### src/rtl/part_1_top.sv
// Sequential Taylor-term generator.
// On an accepted start, captures unsigned Q0.16 operand x and emits
// T_k = x^k / k! for k = 1..NTERMS on Tbus, one term every two clocks.
// Each term is built from the previous one by a multiply by x followed by a
// multiply by the reciprocal 1/k. Both products are truncated to Q0.16.
//
// Ports:
//   clk   - system clock, rising edge
//   rst   - synchronous active-high reset
//   start - begin a run; honoured only in idle or done
//   Xbus  - operand x, unsigned Q0.16, sampled on the start edge only
//   Tbus  - current term, unsigned Q0.16, registered
//   Done  - level, high while the last term is on Tbus
module part_1_top #(
  parameter int unsigned NTERMS = 8
) (
  input  logic        clk,
  input  logic        rst,
  input  logic        start,
  input  logic [15:0] Xbus,
  output logic [15:0] Tbus,
  output logic        Done
);

  localparam logic [3:0] KLast = 4'(NTERMS);

  typedef enum logic [1:0] {
    StIdle,
    StMulX,
    StMulR,
    StDone
  } state_e;

  state_e      state_q, state_d;
  logic [15:0] x_q, x_d;
  logic [15:0] p_q, p_d;
  logic [3:0]  k_q, k_d;
  logic [15:0] tbus_q, tbus_d;
  logic        done_q, done_d;

  logic [15:0] recip;
  logic [15:0] mul_b;
  logic [31:0] prod;
  logic [15:0] p_next;

  // floor(65536 / k); k only takes values 2..NTERMS while in MUL_R
  always_comb begin
    recip = 16'd0;
    unique case (k_q)
      4'd2:    recip = 16'd32768;
      4'd3:    recip = 16'd21845;
      4'd4:    recip = 16'd16384;
      4'd5:    recip = 16'd13107;
      4'd6:    recip = 16'd10922;
      4'd7:    recip = 16'd9362;
      4'd8:    recip = 16'd8192;
      default: recip = 16'd0;
    endcase
  end

  // Single shared multiplier: x in MUL_X, 1/k in MUL_R
  always_comb begin
    mul_b  = (state_q == StMulR) ? recip : x_q;
    prod   = {16'd0, p_q} * {16'd0, mul_b};
    p_next = 16'(prod >> 16);
  end

  always_comb begin
    state_d = state_q;
    x_d     = x_q;
    p_d     = p_q;
    k_d     = k_q;
    tbus_d  = tbus_q;
    done_d  = done_q;

    unique case (state_q)
      StIdle, StDone: begin
        if (start) begin
          x_d     = Xbus;
          p_d     = Xbus;
          tbus_d  = Xbus;
          k_d     = 4'd2;
          done_d  = 1'b0;
          state_d = StMulX;
        end
      end
      StMulX: begin
        p_d     = p_next;
        state_d = StMulR;
      end
      StMulR: begin
        p_d    = p_next;
        tbus_d = p_next;
        if (k_q == KLast) begin
          done_d  = 1'b1;
          state_d = StDone;
        end else begin
          k_d     = k_q + 4'd1;
          state_d = StMulX;
        end
      end
      default: state_d = StIdle;
    endcase
  end

  always_ff @(posedge clk) begin
    if (rst) begin
      state_q <= StIdle;
      x_q     <= 16'd0;
      p_q     <= 16'd0;
      k_q     <= 4'd0;
      tbus_q  <= 16'd0;
      done_q  <= 1'b0;
    end else begin
      state_q <= state_d;
      x_q     <= x_d;
      p_q     <= p_d;
      k_q     <= k_d;
      tbus_q  <= tbus_d;
      done_q  <= done_d;
    end
  end

  assign Tbus = tbus_q;
  assign Done = done_q;

endmodule

### config.mk
export PLATFORM = sky130hd
export DESIGN_NAME = part_1_top
export DESIGN_NICKNAME = d
export VERILOG_FILES = /design/src/rtl/part_1_top.sv
export SDC_FILE = /design/constraint.sdc
export NUM_CORES = 1
export LEC_CHECK = 0
export CAP_MARGIN = 20
export CORE_MARGIN = 2
export CORE_UTILIZATION = 50
export CTS_CLUSTER_SIZE = 25
export DETAILED_ROUTE_END_ITERATION = 12
export PLACE_DENSITY = 0.71
export SYNTH_ARGS = -nofsm -noshare
export SYNTH_HDL_FRONTEND = slang
export SYNTH_SLANG_ARGS = --single-unit
export TNS_END_PERCENT = 50
### constraint.sdc
create_clock -name clk -period 21.2 [get_ports clk]
set_clock_uncertainty 0.15 [all_clocks]
set_input_delay 6.36 -clock clk [delete_from_list [all_inputs] [get_ports clk]]
set_output_delay 6.36 -clock clk [all_outputs]
set_load 0.01 [all_outputs]
=== After elaboration in Yosys (flattened, before gate mapping) ===
Index checks and enable logic that the tools add are counted.

* Add/subtract/negate cells: 1
* $mul: 1
* Equal/unequal tests: 13
* Mux-type cells: 14
* Reduce and logical (&&, ||, !) cells: 8

{| class="wikitable"
|+ Operators with widths
! cell !! count
|-
| $pmux W16 S7 || 1
|-
| $pmux W16 S2 || 2
|-
| $mul A16 B16 Y32 || 1
|-
| $mux W16 || 2
|-
| $eq A4 B3 Y1 const B || 4
|-
| $eq A4 B2 Y1 const B || 2
|-
| $mux W4 || 2
|-
| $pmux W4 S2 || 1
|-
| $pmux W2 S3 || 1
|-
| $reduce_and A3 Y1 || 2
|-
| $add A4 B1 Y4 const B || 1
|-
| $eq A2 B2 Y1 const B || 2
|-
| $eq A4 B4 Y1 const B || 1
|-
| $mux W2 || 2
|-
| $ne A2 B2 Y1 const B || 2
|-
| $reduce_and A2 Y1 || 2
|-
| $reduce_or A2 Y1 || 2
|-
| $eq A2 B1 Y1 const B || 1
|-
| $logic_not A2 Y1 || 1
|-
| $mux W1 || 2
|-
| $ne A2 B1 Y1 const B || 1
|-
| $pmux W1 S2 || 1
|-
| $reduce_bool A2 Y1 || 1
|}

* Flip-flop bits (word level): 55
* Input bits: 19
* Word-level logic and storage cells: 43

=== Logic depth before layout (Yosys ltp) ===
* Depth in word-level cells: 5
* Depth in mapped cells: 28

=== Worst setup path after synthesis ===
OpenSTA, ideal clock, no wires.

* Path kind: input to register
* Start: input start
* End: register tbus_q[11], in the netlist Tbus[11]
* Arrival time: 7.724 ns
* Slack: 13.237 ns
* Cell stages on the path: 6
* Buffers on the path: 2
* Cells stage by stage: clkbuf_1 > nand2_1 > o21ai_0 > clkbuf_1 > nor2_1 > a311oi_2

* Word-level cells in the longest chain between the ends: 2

{| class="wikitable"
|+ RTL lines
! item !! RTL line !! RTL
|-
| from (decl) || 19 || <nowiki>input logic start,</nowiki>
|-
| $ne A2 B2 Y1 (no source line) || - ||
|-
| $reduce_and A2 Y1 (no source line) || - ||
|-
| to (signal assigned) || 119 || <nowiki>tbus_q <= tbus_d;</nowiki>
|-
| to (decl) || 38 || <nowiki>logic [15:0] tbus_q, tbus_d;</nowiki>
|}

Every way passes these cells.
A chain may end at the register's enable or synchronous reset.

=== Worst setup path in the final report ===
* Start: input start
* End: register k_q[3]

* Word-level cells in the longest chain between the ends: 2

{| class="wikitable"
|+ RTL lines
! item !! RTL line !! RTL
|-
| $ne A2 B2 Y1 (no source line) || - ||
|-
| $reduce_and A3 Y1 (no source line) || - ||
|-
| to (signal assigned) || 118 || <nowiki>k_q <= k_d;</nowiki>
|-
| to (decl) || 37 || <nowiki>logic [3:0] k_q, k_d;</nowiki>
|}

Every way passes these cells.

==> results.md <==
- Cell internal power was estimated by the tool at 0.482 mW.
- The path depth of the worst reg2reg path is 28.
- The antenna diode instance count is 0.
- For the final routed database, the setup TNS stands at 0 ps.
- The share of cells above drive strength 1 is 4.00%.
- Setup repair after global routing left no endpoint under its margin.
- The hold-fix buffer count after cts is 0.
- The starting density of the core is 50.5%.
- The via count of the first global-routing pass is 9,050.
- The sort of element at the end of the critical path is a register.
- VDD sags by at most 0.000141 V.
- The net switching share of the total power is 54.6%.
- Leaving out fill and tap cells, the most frequent cell in the layout is inv_1.
- The slack of the worst reg-to-reg path is 13,030 ps.
- The mean routed wirelength per cell is 17.0 µm.
- The iteration-0 DRC count of the detailed router is 498.
- The number of clock buffers added by TritonCTS is 5.
- The mean cell area of the mapped netlist is 8.61 µm².
- The port buffer count is 35.
- The floorplan step set the die width to 152 µm.
- The area of the placeable core is 21,600 µm².
- The number of register bits inferred by synthesis is 55.
- The proportion of power drawn by the clock network is 8.1%.
- The startpoint of the lowest-slack register-to-register path is state_q[0].
- The clock tree synthesis step divided the H-tree into 2 levels.
- Sequential cells were found to cover 10.1% of the synthesized design area.
- The total half-perimeter wirelength after legalization and detailed placement is 20,300 µm.
- The first global-routing pass estimated 45,000 µm of wire.
- Relative to the synthesized area, the layout overhead comes to 7.52%.
- The pre-CTS setup slack is 11,420 ps.
- The final-report max-slew violation count is 0.
- The final setup violation count is 0.
- In this run, distinct cell masters in the synthesized netlist total 65.
- The number of antenna violations at the first check in global routing came to 1.
- The total of warnings raised by yosys is 0.
- Power spread over the standard cell area amounts to 90.4 nW/µm².
- The library cells used most frequently in the layout, excluding fill and tap cells, are 245 x inv_1, 193 x fa_1, 183 x nand2_1, 110 x and2_1, 107 x ha_1.
- The number of top-level design ports is 36.
- The maximum root-to-sink buffer count is 2.
- By startpoint and endpoint, the worst setup path is classified as primary input to register.
- Subtracting the final worst setup slack from the clock period gives 8900 ps.
- The analysis attributes to cell leakage a power of 5.82 nW.
- Synthesis produced 1,268 cells.
- The number of nets with antenna violations after routing is 0.
- The fraction of the cycle the final worst path needs is 42.0%.
- In this run the power spent charging and discharging nets is 0.580 mW.
- Measured against its own limit, the worst slew margin works out to 31.6%.
- The post-synth net total is 1,587.
- The number of setup buffers added after CTS is 0.
- In this run, synthesis inferred 0 flip-flops with an integrated enable.
- The class of the worst hold path is register to register.
- Once routing completed, OpenROAD measured the worst setup slack at 12,300 ps.
- The post-synthesis instance area is 10,900 µm².
- The count of instances resized after the clock tree is built is 0.
- Data on the critical path is required at its endpoint by 21,220 ps.
- The routed via count divided by cell count is 5.49.
- The floorplan has 54 rows.
- The number of hold-slack violations in the final timing report is 0.
- The total number of vias is 8,550.
- The first-pass iteration count of the detailed router is 5.
- The number of maximum-capacitance constraint violations is 0.
- After detailed routing, the number of remaining DRC violations is 0.
- The area share of the largest cell type after synthesis is 35.4%.
- TritonCTS built the clock tree.
- After clock tree synthesis, the clock-pin slew on the worst setup and hold paths is 70 ps.
- For this run, the top clock speed supported by timing is 112 MHz.
- Global routing finished with a remaining overflow of 0.
- Counting instances, the worst hold path has a depth of 2.
- STA classifies the critical path startpoint as a primary input.
- The number of sinks handled by clock tree synthesis is 55.
- The minimum hold slack is 306 ps.
- The die span in y is 152 µm.
- The top flip-flop cell by instance count after synthesis is dfxtp_1.
- The number of nets at the end of the flow is 1,594.
- The top cell type by total area after synthesis is fa_1.
- The slew at the pin with the worst max-slew slack is 1030 ps.
- The clock latency reported for the late side of the worst-skew pair is 290 ps.
- The maximum number of pins on one net before global-route repair is 55.
- The cell sitting at the root of the clock tree is a clkbuf_16.
- The register cell area after layout is 1100 µm².
- The share of flip-flops with an asynchronous set or reset is 0%.
- The die outline area is 23,000 µm².
- By area the synthesized netlist is led by fa_1 35%, ha_1 12%, dfxtp_1 10%.
- Along the worst path, the maximum fanout reaches 18.
- The part of the total power dissipated in sequential elements is 20.1%.
- The run finished with clean final reports.
- The final estimated routing congestion in global placement is 0.860.
- The layout filler cell count is 2,005.
- The capture instance of the worst register-to-register path is Tbus[12].
- The startpoint of the lowest-slack hold path is x_q[15].
- The overall fraction of global-route tracks in use is 24.8%.
- In the final layout, the multi-input gates occupy 8700 µm².
- The arrival time at the worst endpoint is 8920 ps.
- The routed wire length is 26,400 µm.
- The worst hold path terminates at x_q[15].
- The combinational power share is 71.9%.
through the flow:
| step | power [mW] | util, % | cells | instance area [µm²] |
|---|---|---|---|---|
| floorplan | 0.718 | - | 1268 | 10900 |
| global placement | 0.959 | 53.5 | 1547 | 11600 |
| detailed placement | 0.970 | 53.5 | 1547 | 11600 |
| CTS | 1.06 | 54.2 | 1555 | 11700 |
| global route | 1.17 | 54.3 | 1556 | 11700 |
| finish | 1.06 | 54.3 | 1556 | 11700 |
area by class of cell:
cell class | instances | area share [%]
Clock inverter | 2 | 0.139
Inverter | 245 | 7.83
Sequential cell | 55 | 9.38
Clock buffer | 6 | 1.18
Tap cell | 280 | 2.98
Timing Repair Buffer | 56 | 4.35
Multi-Input combinational cell | 912 | 74.1
sequential cells by signal, summed over array words and instances (netlist names):
register  flops
Done          1
Tbus         16
k_q           4
p_q          16
state_q       2
x_q          16
per-layer routing:
| layer | track usage (%) | share of wire (%) | up-vias |
|---|---|---|---|
| met5 | 0 | 0 | - |
| met4 | 7.13 | 3.1 | 0 |
| met3 | 2.60 | 4.8 | 51 |
| met2 | 42.8 | 48 | 224 |
| met1 | 33.1 | 44 | 4324 |
| li1 | - | - | 3951 |
kinds of logic (layout without fill, tap and decap cells):
group                      after synthesis  count (layout)  share of synthesized area (%)
DFF                                     55              55                           10.1
xor gates and xnor gates                20              20                           1.60
and+or+nand+nor                        412             412                           18.4
buffers and inverters                  301             309                           10.4
AOI/OAI and AO/OA                      155             155                           9.50
muxes                                   25              25                           2.35
adders and majority gates              300             300                           47.7
worst max path at each step:
stage	from	endpoint	slack, ps
floorplan	start	Tbus[11]	13240
global placement	start	Tbus[9]	11570
detailed placement	start	Tbus[9]	11420
CTS	start	Tbus[9]	11710
global route	start	k_q[3]	12080
finish	start	k_q[3]	12300
synth_stat cells, drive strengths merged (3+ instances only):
| cell type | count |
|---|---|
| nand4 | 4 |
| and3 | 6 |
| nor2b | 19 |
| xnor2 | 11 |
| dfxtp | 55 |
| or2 | 3 |
| or3 | 4 |
| a211oi | 22 |
| a21oi | 56 |
| fa | 193 |
| a21o | 18 |
| nand2 | 183 |
| nand3 | 7 |
| o21ai | 23 |
| and2 | 110 |
| clkbuf | 53 |
| a311oi | 3 |
| xor2 | 9 |
| mux2i | 23 |
| a211o | 4 |
| buf | 3 |
| nand2b | 8 |
| inv | 245 |
| ha | 107 |
| nor3 | 13 |
| o2bb2ai | 3 |
| nor2 | 46 |
power groups by stage:
stage / clock network, mW / logic [mW] / registers, mW
6_report: 0.0858 / 0.763 / 0.213
2_1_floorplan: 0 / 0.550 / 0.168
5_1_grt: 0.0899 / 0.864 / 0.217
4_1_cts: 0.0868 / 0.768 / 0.210
3_3_place_gp: 0 / 0.747 / 0.212
3_5_place_dp: 0 / 0.759 / 0.211
critical path, stage by stage:
cell and delay [ps]:
clkdlybuf4s50_1 780, buf_8 240, and2_1 570, a21oi_1 80
buf_4 230, a21oi_1 290, nand4_1 150, xor2_1 160
nor2_1 50
Note: power is estimated with default switching activity, not from simulation.
